`src/rtl/stack_pkg.sv`:
```
// Shared types and default sizing for the stack reader.
package stack_pkg;

  localparam int unsigned DEPTH = 256;
  localparam int unsigned CW    = $clog2(DEPTH) + 1;

  typedef logic [1:0] symbol_t;

  typedef enum logic [2:0] {
    IDLE,
    SETTLE,
    CHECK,
    SEND,
    DONE
  } state_t;

endpackage

```
`src/rtl/stack_reader_if.sv`:
```
// Stack-side and output-stream signals of the stack reader.
interface stack_reader_if;
  import stack_pkg::*;

  logic    stk_empty;
  symbol_t stk_top;
  logic    stk_pop;
  symbol_t out_data;
  logic    out_valid;
  logic    out_ready;
  logic    out_last;

  modport master (
    input  stk_empty, stk_top, out_ready,
    output stk_pop, out_data, out_valid, out_last
  );

  modport slave (
    output stk_empty, stk_top, out_ready,
    input  stk_pop, out_data, out_valid, out_last
  );

endinterface

```
`src/rtl/stack_reader_settle.sv`:
```
// Settle-time down-counter: expire pulses on the last cycle of a SETTLE_CYC-long run (SETTLE_CYC >= 1).
module stack_reader_settle #(
  parameter int unsigned SETTLE_CYC = 2
) (
  input  logic clk,
  input  logic rst,
  input  logic run,
  output logic expire
);

  localparam int unsigned   WW      = (SETTLE_CYC > 1) ? $clog2(SETTLE_CYC) : 1;
  localparam logic [WW-1:0] PRELOAD = WW'(SETTLE_CYC - 1);

  logic [WW-1:0] cnt;

  // Preloaded whenever not running, so it is armed on the first SETTLE cycle.
  always_ff @(posedge clk or negedge rst) begin
    if (!rst)            cnt <= '0;
    else if (!run)       cnt <= PRELOAD;
    else if (cnt != '0)  cnt <= cnt - 1'b1;
  end

  assign expire = run && (cnt == '0);

endmodule

```
`src/rtl/stack_reader.sv`:
```
// Drains a registered stack symbol by symbol onto a valid/ready stream.
// Optional STACK_READER_MAXLEN_EN adds a max_len port limiting symbols per drain.
module stack_reader
  import stack_pkg::*;
#(
  parameter  int unsigned SETTLE_CYC = 2,
  parameter  int unsigned DEPTH      = stack_pkg::DEPTH,
  localparam int unsigned CW         = $clog2(DEPTH) + 1
) (
  input  logic            clk,
  input  logic            rst,
  input  logic            start,
  stack_reader_if.master  bus,
  output logic            busy,
  output logic            done,
  output logic [CW-1:0]   count
`ifdef STACK_READER_MAXLEN_EN
  ,
  input  logic [CW-1:0]   max_len
`endif
);

  state_t    state, state_nx;
  symbol_t   data_q;
  logic      last_q;
  logic      settle_exp;
  logic      stop;
  logic      last_nx;
  logic      handshake;
  logic [CW:0] next_cnt;

  stack_reader_settle #(.SETTLE_CYC(SETTLE_CYC)) u_settle (
    .clk    (clk),
    .rst    (rst),
    .run    (state == SETTLE),
    .expire (settle_exp)
  );

  assign next_cnt  = {1'b0, count} + 1'b1;
  assign handshake = (state == SEND) && bus.out_ready;

`ifdef STACK_READER_MAXLEN_EN
  logic [CW-1:0] len_q;
  assign stop    = bus.stk_empty || (count == len_q);
  assign last_nx = (next_cnt == (CW+1)'(DEPTH)) || (next_cnt == {1'b0, len_q});
`else
  assign stop    = bus.stk_empty;
  assign last_nx = (next_cnt == (CW+1)'(DEPTH));
`endif

  always_ff @(posedge clk or negedge rst) begin
    if (!rst) state <= IDLE;
    else      state <= state_nx;
  end

  always_comb begin
    state_nx = state;
    case (state)
      IDLE:    if (start) state_nx = SETTLE;
      SETTLE:  if (settle_exp) state_nx = CHECK;
      CHECK:   state_nx = stop ? DONE : SEND;
      SEND:    if (bus.out_ready) state_nx = SETTLE;
      DONE:    state_nx = IDLE;
      default: state_nx = IDLE;
    endcase
  end

  always_comb begin
    bus.stk_pop   = (state == CHECK) && !stop;
    bus.out_valid = (state == SEND);
    bus.out_last  = (state == SEND) && last_q;
    bus.out_data  = data_q;
    busy          = (state != IDLE);
    done          = (state == DONE);
  end

  always_ff @(posedge clk or negedge rst) begin
    if (!rst) begin
      data_q <= '0;
      last_q <= 1'b0;
      count  <= '0;
`ifdef STACK_READER_MAXLEN_EN
      len_q  <= '0;
`endif
    end else begin
      if (state == IDLE && start) begin
        count <= '0;
`ifdef STACK_READER_MAXLEN_EN
        len_q <= max_len;
`endif
      end
      if (state == CHECK && !stop) begin
        data_q <= bus.stk_top;
        last_q <= last_nx;
      end
      if (handshake && count != CW'(DEPTH)) count <= count + 1'b1;
    end
  end

endmodule
```
`src/flat_wrapper.sv`:
```
// flat-port wrapper written by rule: the top's interface ports become plain ports
module stack_reader_flat import stack_pkg::*;
#(
  parameter  int unsigned SETTLE_CYC = 2,
  parameter  int unsigned DEPTH      = stack_pkg::DEPTH,
  localparam int unsigned CW         = $clog2(DEPTH) + 1
)
  (clk, rst, start, busy, done, count, bus_stk_empty, bus_stk_top, bus_out_ready, bus_stk_pop, bus_out_data, bus_out_valid, bus_out_last);
  stack_reader_if bus_i ();
  input  logic clk;
  input  logic rst;
  input  logic start;
  output logic busy;
  output logic done;
  output logic [CW-1:0] count;
  input wire logic [$bits(bus_i.stk_empty)-1:0] bus_stk_empty;
  input wire logic [$bits(bus_i.stk_top)-1:0] bus_stk_top;
  input wire logic [$bits(bus_i.out_ready)-1:0] bus_out_ready;
  output wire logic [$bits(bus_i.stk_pop)-1:0] bus_stk_pop;
  output wire logic [$bits(bus_i.out_data)-1:0] bus_out_data;
  output wire logic [$bits(bus_i.out_valid)-1:0] bus_out_valid;
  output wire logic [$bits(bus_i.out_last)-1:0] bus_out_last;
  assign bus_i.stk_empty = bus_stk_empty;
  assign bus_i.stk_top = bus_stk_top;
  assign bus_i.out_ready = bus_out_ready;
  assign bus_stk_pop = bus_i.stk_pop;
  assign bus_out_data = bus_i.out_data;
  assign bus_out_valid = bus_i.out_valid;
  assign bus_out_last = bus_i.out_last;
  stack_reader #(.SETTLE_CYC(SETTLE_CYC), .DEPTH(DEPTH)) u_core (.clk(clk), .rst(rst), .start(start), .bus(bus_i), .busy(busy), .done(done), .count(count));
endmodule
```
`config.mk`:
```
export PLATFORM = sky130hd
export DESIGN_NAME = stack_reader_flat
export DESIGN_NICKNAME = d
export VERILOG_FILES = /design/src/rtl/stack_pkg.sv /design/src/rtl/stack_reader_if.sv /design/src/rtl/stack_reader_settle.sv /design/src/rtl/stack_reader.sv /design/src/flat_wrapper.sv
export SDC_FILE = /design/constraint.sdc
export NUM_CORES = 1
export LEC_CHECK = 0
export CORE_MARGIN = 1
export CORE_UTILIZATION = 49
export DETAILED_ROUTE_END_ITERATION = 10
export PLACE_DENSITY = 0.75
export SLEW_MARGIN = 10
export SYNTH_ARGS = -nofsm -noshare
export SYNTH_HDL_FRONTEND = slang
export SYNTH_SLANG_ARGS = --single-unit
```
`constraint.sdc`:
```
create_clock -name clk -period 2.35 [get_ports clk]
set_clock_uncertainty 0.1 [all_clocks]
set_input_delay 0.47 -clock clk [delete_from_list [all_inputs] [get_ports clk]]
set_output_delay 0.47 -clock clk [all_outputs]
set_load 0.02 [all_outputs]
```
# Word-level counts from Yosys, hierarchy flattened

Cells that the tools add are included.

Input port bits: 7
Output and inout bits: 16
Word-level logic and storage cells: 38
Flip-flop bits (word level): 16

Reductions and logical operators: 11
Eq/ne operators: 9
$add $sub $neg: 3
Muxes and demuxes: 9
Bitwise operators: 1

Operator list:

| cell                   | number |
|---|---|
| $mux W9                | 2 |
| $mux W3                | 4 |
| $pmux W3 S4            | 1 |
| $add A9 B1 Y10 const B | 1 |
| $eq A10 B9 Y1 const B  | 1 |
| $add A9 B1 Y9 const B  | 1 |
| $ne A9 B9 Y1 const B   | 1 |
| $eq A3 B2 Y1 const B   | 2 |
| $logic_and A1 B1 Y1    | 6 |
| $ne A2 B2 Y1 const B   | 2 |
| $eq A3 B1 Y1 const B   | 1 |
| $eq A3 B3 Y1 const B   | 1 |
| $logic_not A3 Y1       | 1 |
| $reduce_and A3 Y1      | 1 |
| $reduce_bool A3 Y1     | 1 |
| $mux W1                | 2 |
| $ne A2 B1 Y1 const B   | 1 |
| $reduce_bool A2 Y1     | 1 |
| $logic_not A1 Y1       | 1 |
| $not A1 Y1             | 1 |
| $sub A1 B1 Y1 const B  | 1 |

# Longest topological paths before layout

Depth in word-level cells: 4
Gate-level depth with buffers: 7
Depth with buffers taken out: 6

# Hierarchy

A second synthesis with hierarchy kept.

Cell total of the unflattened synthesis: 107
Area, all modules: 1033.5 um^2

By module, submodules not included:

| module              | seq. area each (um^2) | area an instance (um^2) | instances | cells each |
|---|---|---|---|---|
| stack_reader        | 375.4                 | 991.0                   | 1         | 104 |
| stack_reader_settle | 25.0                  | 42.5                    | 1         | 3 |

# Worst setup path after synthesis

OpenSTA, ideal clock, no wires.

Kind: register -> output
From: register u_core.state[0]
To: output bus_out_last
Required time: 1.780 ns
Data arrival time: 1.505 ns
Cell stages (with the launch flop): 4
Path buffers: 0
Path slack: 0.275 ns
Cells stage by stage: dfrtp_1 > inv_1 > nor3b_1 > and2_1

Word-level cells in the longest chain between the ends: 2

RTL lines:

| item                   | RTL line           | text |
|---|---|---|
| start, declared        | stack_reader.sv:23 | `state_t state, state_nx;` |
| start signal, assigned | stack_reader.sv:53 | `else state <= state_nx;` |
| $eq A3 B2 Y1           | -                  |  |
| via bus_out_valid      | flat_wrapper.sv:21 | `output wire logic [$bits(bus_i.out_valid)-1:0] bus_out_valid;` |
| $logic_and A1 B1 Y1    | stack_reader.sv:71 | `bus.out_last = (state == SEND) && last_q;` |
| end, declared          | flat_wrapper.sv:22 | `output wire logic [$bits(bus_i.out_last)-1:0] bus_out_last;` |

The timed path passes the listed nets, and every way through them passes these cells.

# Final worst setup path

From: register u_core.state[0]
To: output bus_out_last

Word-level cells in the longest chain between the ends: 2

RTL lines:

| item                | RTL line |
|---|---|
| $eq A3 B2 Y1        | stack_reader.sv:71 |
| $logic_and A1 B1 Y1 | stack_reader.sv:71 |

Every way passes these cells.

==> parameters.txt <==
Parameter                              Value

Run status
  Status ... complete, no violations

Clock network
  Number of buffers added by the clock tree synthesis step ... 3
  H-tree level count ... 1
  TritonCTS Sinks ... 16
  Clock latency reported for the late side of the worst-skew pair ... 0.29 ns
  TritonCTS clock tree ... done
  Post-CTS setup buffer count ... 0
  Clock edge transition at the registers on the reported setup and hold paths ... 0.10 ns
  Clock tree root driver cell ... clkbuf_4
  Maximum buffer depth of the clock tree ... 2

Yosys
  Total standard cell area after synthesis ... 0.001033 mm^2
  Yosys Warn Count ... 0
  Number of enable flip-flop cells after synthesis ... 0
  Ys flop type ... dfrtp_1
  Fraction of registers with async set or reset after synthesis ... between 90% and 100%
  Number of distinct library cells after synthesis ... 40
  Cells after Synth ... 104
  Count of state elements after synthesis ... 16
  Average size of a mapped cell ... 9.937 um^2
  Total nets after synthesis ... 114
  Sequential fraction of the synthesis area ... 38.74%

Detailed routing
  Post-route DRC ... 0
  Detailed-router iteration count before antenna repair ... 4
  Vias after detailed routing ... 889
  Routed wire length ... about 2300 um
  WL per Instance ... 14.34 um
  Number of DRC violations after detailed-routing iteration 0 ... 29
  Antenna viol nets, final ... 0
  Per-cell via count in the routed design ... roughly 5.7

Final layout
  Final standard cell area without fillers ... 0.001319 mm^2
  Total Nets Final ... 141
  Register area ... 400.4 um^2
  Post-synthesis to final-layout area growth ... 27.60%
  Final Util ... 66.54%
  Diodes inserted ... 0
  # fillers ... 163
  Fraction of layout cells with a size suffix above 1 ... roughly 18%
  Final instance count without filler cells ... 157
  Total area of multi-input combinational cells ... 554.3 um^2

Power and ir drop
  Final total power ... ~1.1 mW
  Total power per unit cell area ... 819.1 mW/mm^2
  Static leakage ... approximately 0.57 nW
  Largest vdd supply drop ... 0.0005971 V

STA
  RSZ-0062 raised after global routing ... no
  Max Fclk ... approximately 440 MHz
  Worst Tran Pin Value ... 0.3267 ns
  Post-route clock period utilization ... 96.45%
  Clock period minus worst slack ... 2.267 ns
  Slew Limit Fails ... 0
  Final setup violation count ... 0
  Relative max-transition margin ... 78.22%
  Endpoints failing hold ... 0

Worst setup path
  Req. time, crit path ... ~1.8 ns
  R2R Path End ... u_core.last_q
  CP arrival ... 1.70 ns
  Startpoint Class ... flop
  Number of buffer and inverter stages on the critical path ... 2
  Capturing element type of the critical path ... output port
  Slowest cell on crit path ... clkdlybuf4s50_1
  FF-to-FF path depth ... 6
  R2R setup slack ... 0.30 ns
  Cell family with the largest share of critical-path delay ... buffers and inverters
  Reg2Reg Launch Point ... u_core.count[0]
  Delay of the slowest cell on the worst path ... just under 0.6 ns
  Largest fanout on the critical path ... 3
  Crit Path Category ... flop to output port
  Cells along the critical path ... inv_1 -> nor3b_2 -> and2_1 -> clkdlybuf4s50_1

Place
  Instance area at placement ... 0.001279 mm^2
  IO Port Bufs ... 22
  Detailed-placement wirelength estimate ... 1646 um
  Last weighted congestion value of the routability-driven placer ... 0.8320
  Placed insts ... 153

Die
  Initial standard-cell utilization of the core ... a little over half
  Row count ... 16
  Height of the die ... 47.93 um
  Core area ... 0.001982 mm^2
  Die X ... 47.93 um
  Number of ports placed on the die boundary ... 23
  Die area ... 0.002297 mm^2

Run
  Number of maximum-capacitance constraint violations ... 0

Global route
  Maximum number of pins on one net before global-route repair ... 17
  GRT Total Usage ... 22.90%
  Antenna violations before repair ... 0
  Global-route wire length before repair ... 3588 um
  Via count of the first global-routing pass ... ~780
  Remaining Overflow, GRT ... 0

Hold path
  Worst hold path class ... primary input to asynchronous set/reset pin
-- what timing repair did --
item                       CTS  global route
hold buffers                 0             0
gates resized for setup      2             0
setup endpoints to repair    2             0
-- synth_stat cells (3+ instances only) --
library cell / count / area (um^2)
nor2_1: 7 / 26.28
nand3_1: 6 / 30.03
nor2b_1: 3 / 18.77
inv_1: 6 / 22.52
dfrtp_1: 16 / 400.4
and2_1: 4 / 25.02
ha_1: 3 / 37.54
nor3b_1: 3 / 22.52
and3_4: 3 / 33.78
mux2_2: 3 / 33.78
o31ai_1: 4 / 30.03
nand2_1: 4 / 15.01
o21ai_0: 10 / 50.05
-- power breakdown --
group,switching [mW],leakage [nW],total (mW),internal [mW]
clock,0.0917,0.0210,0.186,0.0944
combinational,0.262,0.334,0.498,0.236
sequential,0.0594,0.212,0.397,0.337
-- stage by stage --
stage	TNS (ns)	setup slack, ns	hold WS [ns]
floorplan	0	0.2748	0.07441
global placement	-0.04444	-0.04444	0.3922
detailed placement	-0.04841	-0.04841	0.3994
CTS	0	0.07171	0.4059
global route	0	0.001331	0.4213
finish	0	0.08341	0.3959
-- area by class of cell --
| cell class | count | share of cell area (%) |
|---|---|---|
| sequential | 16 | 30.36 |
| inverter | 6 | 1.708 |
| tap | 27 | 2.562 |
| multi-input combinational | 75 | 42.03 |
| timing repair buffer | 29 | 20.59 |
| clock buffer | 4 | 2.751 |
-- worst register-to-register path, delay by kind of cell, from the launching register on --
kind | cells | cell delay (ns)
adders and majority gates | 1 | 0.36
AOI/OAI and AO/OA | 3 | 0.62
DFF | 1 | 0.48
and+or+nand+nor | 2 | 0.39
-- per-layer routing --
layer  up-vias  global-route usage [%]  part of all wire [%]
met5         -                       0                     0
met3         4                   4.528                   3.8
li1        429                       -                     -
met2        24                   34.59                    46
met4         0                   10.00                   1.4
met1       432                   31.64                    49
-- how the worst max path moves through the flow --
stage | start | end | slack, ns | depth (start not counted)
floorplan | u_core.state[0] | bus_out_last | 0.27 | 3
global placement | bus_stk_empty | bus_stk_pop | -0.04 | 3
detailed placement | bus_stk_empty | bus_stk_pop | -0.05 | 3
CTS | u_core.state[0] | bus_out_last | 0.07 | 4
global route | u_core.state[0] | bus_out_last | 0.001 | 4
finish | u_core.state[0] | bus_out_last | 0.08 | 4
-- cell families after synthesis --
group,after synthesis,share of synthesized area [%]
XOR/XNOR,4,4.117
multiplexers,3,3.269
AND/OR/NAND/NOR,41,26.03
buffers and inverters,13,8.110
AO/OA/AOI/OAI,24,16.10
flip-flops,16,38.74
adder cells (fa/ha/maj),3,3.632
-- sequential cells by signal, summed over array words and instances, names as in the netlist --
register,flops
u_core.bus.out_data,2
u_core.count,9
u_core.last_q,1
u_core.state,3
u_core.u_settle.cnt,1
-- cells in the final DEF, fill, tap and decap left out, drive strengths merged, types with 6 or more instances in the layout --
cell type / n
buf: 7
clkdlybuf4s50: 21
dfrtp: 16
inv: 6
nand3: 6
nor2: 7
o21ai: 10
No activity file was read; power rests on OpenSTA's default activity.
